**src/rtl/mult_pkg.sv**
```systemverilog
// Shared types and constants for the 4x4 sequential multiplier built on an
// external 2x2 cell.
package mult_pkg;

    localparam int OPW   = 4;   // operand width
    localparam int HALFW = 2;   // operand half width fed to the cell
    localparam int CELLW = 4;   // cell product width
    localparam int RESW  = 8;   // result width

    typedef logic [2:0] shift_t;

    // Encoding order matters: the skip logic walks steps in ascending order.
    typedef enum logic [2:0] {
        IDLE = 3'd0,
        LL   = 3'd1,
        LH   = 3'd2,
        HL   = 3'd3,
        HH   = 3'd4,
        DONE = 3'd5
    } state_t;

    localparam shift_t SHIFT_LL = 3'd0;
    localparam shift_t SHIFT_LH = 3'd2;
    localparam shift_t SHIFT_HL = 3'd2;
    localparam shift_t SHIFT_HH = 3'd4;

endpackage

```
**src/rtl/mult4_seq_ctrl_if.sv**
```systemverilog
// Operand/result valid-ready bundle between the source/sink and the controller.
interface mult4_seq_ctrl_if;
    import mult_pkg::*;

    logic            in_valid;
    logic            in_ready;
    logic [OPW-1:0]  a;
    logic [OPW-1:0]  b;
    logic            out_valid;
    logic            out_ready;
    logic [RESW-1:0] p;
    logic            ovf;

    modport master (
        output in_valid, a, b, out_ready,
        input  in_ready, out_valid, p, ovf
    );

    modport slave (
        input  in_valid, a, b, out_ready,
        output in_ready, out_valid, p, ovf
    );

endinterface

```
**src/rtl/mult4_pp_accum.sv**
```systemverilog
// Shift-add accumulator for partial products; the carry out of bit 7 is kept
// as a sticky overflow flag.
module mult4_pp_accum
    import mult_pkg::*;
(
    input  logic             clk,
    input  logic             rst,
    input  logic             clr,
    input  logic             en,
    input  shift_t           shift,
    input  logic [CELLW-1:0] pp,
    output logic [RESW-1:0]  p,
    output logic             ovf
);

    logic [RESW-1:0] acc_reg;
    logic            ovf_reg;
    logic [RESW:0]   pp_ext;
    logic [RESW:0]   sum;

    assign pp_ext = {{(RESW + 1 - CELLW){1'b0}}, pp} << shift;
    assign sum    = {1'b0, acc_reg} + pp_ext;

    always_ff @(posedge clk or posedge rst) begin
        if (rst) begin
            acc_reg <= '0;
            ovf_reg <= 1'b0;
        end else if (clr) begin
            acc_reg <= '0;
            ovf_reg <= 1'b0;
        end else if (en) begin
            acc_reg <= sum[RESW-1:0];
            ovf_reg <= ovf_reg | sum[RESW];
        end
    end

    assign p   = acc_reg;
    assign ovf = ovf_reg;

endmodule

```
**src/rtl/mult4_seq_ctrl.sv**
```systemverilog
// Sequences the four 2x2 partial products of a 4x4 multiply through one
// external cell, with optional skipping of steps that have a zero half.
module mult4_seq_ctrl
    import mult_pkg::*;
#(
    parameter bit SKIP_ZERO = 1'b0
) (
    input  logic             clk,
    input  logic             rst,
    mult4_seq_ctrl_if.slave  bus,
    output logic             busy,
    output logic [HALFW-1:0] mul_a,
    output logic [HALFW-1:0] mul_b,
    input  logic [CELLW-1:0] mul_p
);

    state_t         state_reg, state_next;
    logic [OPW-1:0] a_reg, b_reg;
    logic           acc_clr, acc_en;
    shift_t         shift;

    function automatic logic step_live(logic [HALFW-1:0] x, logic [HALFW-1:0] y);
        return !SKIP_ZERO || ((x != '0) && (y != '0));
    endfunction

    // First live step strictly after s; later candidates are overridden by
    // earlier ones, so the lowest live step wins.
    function automatic state_t next_step(state_t s, logic [OPW-1:0] av, logic [OPW-1:0] bv);
        state_t nxt;
        nxt = DONE;
        if (s < HH && step_live(av[3:2], bv[3:2])) nxt = HH;
        if (s < HL && step_live(av[3:2], bv[1:0])) nxt = HL;
        if (s < LH && step_live(av[1:0], bv[3:2])) nxt = LH;
        if (s < LL && step_live(av[1:0], bv[1:0])) nxt = LL;
        return nxt;
    endfunction

    always_ff @(posedge clk or posedge rst) begin
        if (rst) begin
            state_reg <= IDLE;
            a_reg     <= '0;
            b_reg     <= '0;
        end else begin
            state_reg <= state_next;
            if (state_reg == IDLE && bus.in_valid) begin
                a_reg <= bus.a;
                b_reg <= bus.b;
            end
        end
    end

    always_comb begin
        state_next = state_reg;
        acc_clr    = 1'b0;
        acc_en     = 1'b0;
        shift      = SHIFT_LL;
        mul_a      = '0;
        mul_b      = '0;
        case (state_reg)
            IDLE: begin
                if (bus.in_valid) begin
                    acc_clr    = 1'b1;
                    state_next = next_step(IDLE, bus.a, bus.b);
                end
            end
            LL: begin
                mul_a      = a_reg[1:0];
                mul_b      = b_reg[1:0];
                acc_en     = 1'b1;
                shift      = SHIFT_LL;
                state_next = next_step(LL, a_reg, b_reg);
            end
            LH: begin
                mul_a      = a_reg[1:0];
                mul_b      = b_reg[3:2];
                acc_en     = 1'b1;
                shift      = SHIFT_LH;
                state_next = next_step(LH, a_reg, b_reg);
            end
            HL: begin
                mul_a      = a_reg[3:2];
                mul_b      = b_reg[1:0];
                acc_en     = 1'b1;
                shift      = SHIFT_HL;
                state_next = next_step(HL, a_reg, b_reg);
            end
            HH: begin
                mul_a      = a_reg[3:2];
                mul_b      = b_reg[3:2];
                acc_en     = 1'b1;
                shift      = SHIFT_HH;
                state_next = DONE;
            end
            DONE: begin
                if (bus.out_ready) state_next = IDLE;
            end
            default: state_next = IDLE;
        endcase
    end

    mult4_pp_accum u_accum (
        .clk   (clk),
        .rst   (rst),
        .clr   (acc_clr),
        .en    (acc_en),
        .shift (shift),
        .pp    (mul_p),
        .p     (bus.p),
        .ovf   (bus.ovf)
    );

    assign bus.in_ready  = (state_reg == IDLE);
    assign bus.out_valid = (state_reg == DONE);
    assign busy          = (state_reg != IDLE);

endmodule

```
**src/flat_wrapper.sv**
```systemverilog
// flat-port wrapper written by rule: the top's interface ports become plain ports
module mult4_seq_ctrl_flat import mult_pkg::*;
#(
    parameter bit SKIP_ZERO = 1'b0
)
  (clk, rst, busy, mul_a, mul_b, mul_p, bus_in_valid, bus_a, bus_b, bus_out_ready, bus_in_ready, bus_out_valid, bus_p, bus_ovf);
  mult4_seq_ctrl_if bus_i ();
  input  logic clk;
  input  logic rst;
  output logic busy;
  output logic [HALFW-1:0] mul_a;
  output logic [HALFW-1:0] mul_b;
  input  logic [CELLW-1:0] mul_p;
  input wire logic [$bits(bus_i.in_valid)-1:0] bus_in_valid;
  input wire logic [$bits(bus_i.a)-1:0] bus_a;
  input wire logic [$bits(bus_i.b)-1:0] bus_b;
  input wire logic [$bits(bus_i.out_ready)-1:0] bus_out_ready;
  output wire logic [$bits(bus_i.in_ready)-1:0] bus_in_ready;
  output wire logic [$bits(bus_i.out_valid)-1:0] bus_out_valid;
  output wire logic [$bits(bus_i.p)-1:0] bus_p;
  output wire logic [$bits(bus_i.ovf)-1:0] bus_ovf;
  assign bus_i.in_valid = bus_in_valid;
  assign bus_i.a = bus_a;
  assign bus_i.b = bus_b;
  assign bus_i.out_ready = bus_out_ready;
  assign bus_in_ready = bus_i.in_ready;
  assign bus_out_valid = bus_i.out_valid;
  assign bus_p = bus_i.p;
  assign bus_ovf = bus_i.ovf;
  mult4_seq_ctrl #(.SKIP_ZERO(SKIP_ZERO)) u_core (.clk(clk), .rst(rst), .bus(bus_i), .busy(busy), .mul_a(mul_a), .mul_b(mul_b), .mul_p(mul_p));
endmodule
```
**config.mk**
```make
export PLATFORM = sky130hd
export DESIGN_NAME = mult4_seq_ctrl_flat
export DESIGN_NICKNAME = d
export VERILOG_FILES = /design/src/rtl/mult_pkg.sv /design/src/rtl/mult4_seq_ctrl_if.sv /design/src/rtl/mult4_pp_accum.sv /design/src/rtl/mult4_seq_ctrl.sv /design/src/flat_wrapper.sv
export SDC_FILE = /design/constraint.sdc
export NUM_CORES = 1
export LEC_CHECK = 0
export CORE_MARGIN = 5
export CORE_UTILIZATION = 30
export CTS_CLUSTER_SIZE = 28
export DETAILED_ROUTE_END_ITERATION = 16
export GPL_TIMING_DRIVEN = 0
export PLACE_DENSITY = 0.66
export SLEW_MARGIN = 20
export SYNTH_ARGS = -nofsm -noshare
export SYNTH_HDL_FRONTEND = slang
export SYNTH_SLANG_ARGS = --single-unit
```
**constraint.sdc**
```tcl
create_clock -name clk -period 2.4 [get_ports clk]
set_input_delay 0.48 -clock clk [delete_from_list [all_inputs] [get_ports clk]]
set_output_delay 0.48 -clock clk [all_outputs]
set_load 0.05 [all_outputs]
```
==> impl_metrics.py <==
metrics = {
    "outcome": {
        "status": "complete, but fails checks",
        "violations": "negative setup slack",
    },
    "setup_path": {
        "worstPathRequired_ns": 2.53,
        "criticalPathCategory": "reg2reg",
        "reg2reg_depth": 11,
        "arrival_ns": 2.54,
        "path_max_fanout": 7,
        "crit_family": "compound AO/OA/AOI/OAI gates",
        "path_buf_inv": 1,
        "reg2reg_to": "u_core.u_accum.p[6]$_DFFE_PP0P_",
        "regToRegSetupSlack_ns": -0.01,
        "cp-start-kind": "flop",
        "rr_startpoint": "u_core.state_reg[0]$_DFFE_PP0P_",
        "cp_slowest_stage_delay_ns": 0.38,
        "cpMaxStageDelayCell": "dfrtp_1",
        "crit_chain": "buf_6 -> nor2_4 -> nand2_2 -> and3_4 -> ha_4 -> fa_2 -> a21o_1 -> a311o_1 -> a21oi_2 -> xor2_1 -> mux2i_1",
        "cp-end-kind": "flop",
    },
    "sta": {
        "finClkSkew_ns": 0.00457,
        "slew_viol_final": 0,
        "worstMarginPinSlew_ns": 0.762,
        "slew_headroom": 0.491,
        "grt_setup_unrepaired": "true",
        "setup-violations-final": 1,
        "tns_ns": -0.0136,
        "hold_violations": 0,
        "fin_crit_sh": 1.01,
        "fmax_mhz": 414,
        "fin_ws_ns": -0.0136,
        "timing.final.crit_period_ns": 2.41,
    },
    "finish": {
        "nFillCells": 411,
        "antenna_cells": 0,
        "nets": 196,
        "drive_above_1_share": 0.265,
        "largest_reg_flops": 8,
        "area_growth_syn_to_layout_pct": 45.2,
    },
    "synth": {
        "yosysWarnings": 0,
        "postSynthCellCount": 124,
        "yosysMostFrequentCell": "dfrtp_1",
        "async_flop_share": 1.00,
        "synth-edff-count": 0,
        "synth_top_area_frac": 0.383,
        "ys_seq_area_frac": 0.383,
        "syn-num-nets": 149,
        "yosysTopAreaCell": "dfrtp_1",
        "ys_types": 38,
        "yosys-top-cells-count": "dfrtp_1, a22o_1, nand2_1, nor2_1, o21ai_0",
        "synth_flop_cell": "dfrtp_1",
        "synth_seq_cells": 20,
        "synth.avg_cell_area_sq_um": 10.5,
        "synth_area_sq_mm": 0.00131,
        "synth.area.top_cells": "dfrtp_1, ha_1, mux2_2, a22o_1, o21ai_0",
    },
    "floorplan": {
        "die_y_microns": 76.0,
        "core_sq_mm": 0.00429,
        "die-area_sq_mm": 0.00578,
        "num_rows": 24,
        "ios": 32,
        "dieWidth_microns": 76.0,
        "start_util": 0.304,
    },
    "cts": {
        "ctsLongestPathBuffers": 2,
        "cts-root-buf": "clkbuf_8",
        "clk_latency_ns": 0.26,
        "cts-hold-fix-buffers": 0,
        "cts_sinks": 20,
        "cts_tree": "done",
        "clk_pin_slew_ns": 0.08,
        "htreeDepth": 1,
        "numCtsBuffers": 3,
    },
    "worst_hold_path": {
        "hold_class": "reg2reg",
        "hold_path_depth": 1,
        "hp-start": "u_core.a_reg[3]$_DFFE_PP0P_",
        "whs_endpoint": "u_core.a_reg[3]$_DFFE_PP0P_",
    },
    "routing": {
        "wirelength_microns": 3240,
        "ant_nets": 0,
        "dr.pass1.iters": 4,
        "drt_iter0_markers": 37,
        "avgRoutedWirePerCell_microns": 14.6,
        "vias_per_cell": 5.05,
        "drc": 0,
        "via_count": 1122,
    },
    "global_route": {
        "overflow": 0,
        "grt_max_degree": 21,
        "grt_pass1_wl_microns": 5530,
        "grt_pass1_vias": 1160,
        "antenna_found_initial": 0,
        "track_usage": 0.115,
    },
    "flow_run": {
        "max-cap-violations": 0,
    },
    "placement": {
        "io_buffer_count": 31,
        "place_congestion": 0.759,
        "dp.final_hpwl_microns": 2460,
    },
}
[per-stage QoR]
| step | setup WS (ns) | instances | utilization | instance area (sq um) | hold WS [ns] |
|---|---|---|---|---|---|
| floorplan | 0.00519 | 124 | - | 1320 | 0.444 |
| global placement | -0.302 | 207 | 0.395 | 1700 | 0.491 |
| detailed placement | -0.351 | 207 | 0.395 | 1700 | 0.496 |
| CTS | -0.0479 | 218 | 0.427 | 1830 | 0.516 |
| global route | -0.112 | 222 | 0.442 | 1900 | 0.537 |
| finish | -0.0136 | 222 | 0.442 | 1900 | 0.511 |
[per-layer routing]
layer	wire length, microns	global-route usage
met4	29	0.0214
met2	1570	0.187
met1	1480	0.151
met5	0	0
met3	158	0.0355
[timing repair]
action / in CTS / in global routing
pin swaps: 5 / 2
gates resized for setup: 15 / 9
endpoints found under the setup margin: 8 / 6
buffers inserted: 7 / 4
[final cells by class]
type | count | area (sq um) | share of cell area
well taps | 52 | 65.1 | 0.0343
clock buffers | 3 | 41.3 | 0.0218
flip-flops and latches | 20 | 503 | 0.265
multi-input cells | 97 | 818 | 0.431
repair buffers | 42 | 394 | 0.208
plain buffers | 3 | 27.5 | 0.0145
clock inverters | 1 | 30.0 | 0.0158
inverters | 4 | 18.8 | 0.00989
[placed cells by master (no fill, tap or decap), types with 2 or more instances in the layout]
| cell | instances |
|---|---|
| a211oi_1 | 2 |
| a21o_1 | 3 |
| a21oi_1 | 6 |
| a22o_1 | 9 |
| a32o_1 | 2 |
| and3_1 | 3 |
| buf_4 | 11 |
| buf_6 | 2 |
| clkbuf_8 | 3 |
| clkdlybuf4s15_2 | 2 |
| clkdlybuf4s50_1 | 24 |
| dfrtp_1 | 18 |
| dfrtp_2 | 2 |
| dlygate4sd2_1 | 3 |
| ha_1 | 7 |
| inv_1 | 3 |
| mux2_2 | 8 |
| mux2i_1 | 2 |
| nand2_1 | 7 |
| nand2_2 | 3 |
| nor2_1 | 8 |
| nor2_4 | 2 |
| o21ai_0 | 7 |
| o21ai_1 | 3 |
| o22ai_1 | 2 |
| xnor2_1 | 4 |
| xor2_1 | 2 |
[worst max path at each step]
stage / start / endpoint / slack, ns / cells past startpoint
floorplan: u_core.state_reg[0]$_DFFE_PP0P_ / u_core.u_accum.p[6]$_DFFE_PP0P_ / 0.005 / 11
detailed placement: mul_p[0] / u_core.u_accum.p[6]$_DFFE_PP0P_ / -0.35 / 9
global placement: mul_p[0] / u_core.u_accum.p[6]$_DFFE_PP0P_ / -0.30 / 9
global route: u_core.state_reg[0]$_DFFE_PP0P_ / u_core.u_accum.p[6]$_DFFE_PP0P_ / -0.11 / 11
finish: u_core.state_reg[0]$_DFFE_PP0P_ / u_core.u_accum.p[6]$_DFFE_PP0P_ / -0.01 / 11
CTS: u_core.state_reg[1]$_DFFE_PP0P_ / u_core.u_accum.p[6]$_DFFE_PP0P_ / -0.05 / 10
[cell families (layout without fill, tap and decap cells)]
kind of cell / Yosys count / count (layout) / synth area share
compound gates: 43 / 43 / 0.241
fa+ha+maj: 9 / 9 / 0.0919
buf+inv: 7 / 53 / 0.0277
flops: 20 / 20 / 0.383
mux: 10 / 10 / 0.0842
simple gates: 28 / 28 / 0.111
xor+xnor: 7 / 7 / 0.0612
Power is not shown: default switching activity piles up to over one toggle a cycle in this logic, so the estimate is an artifact.
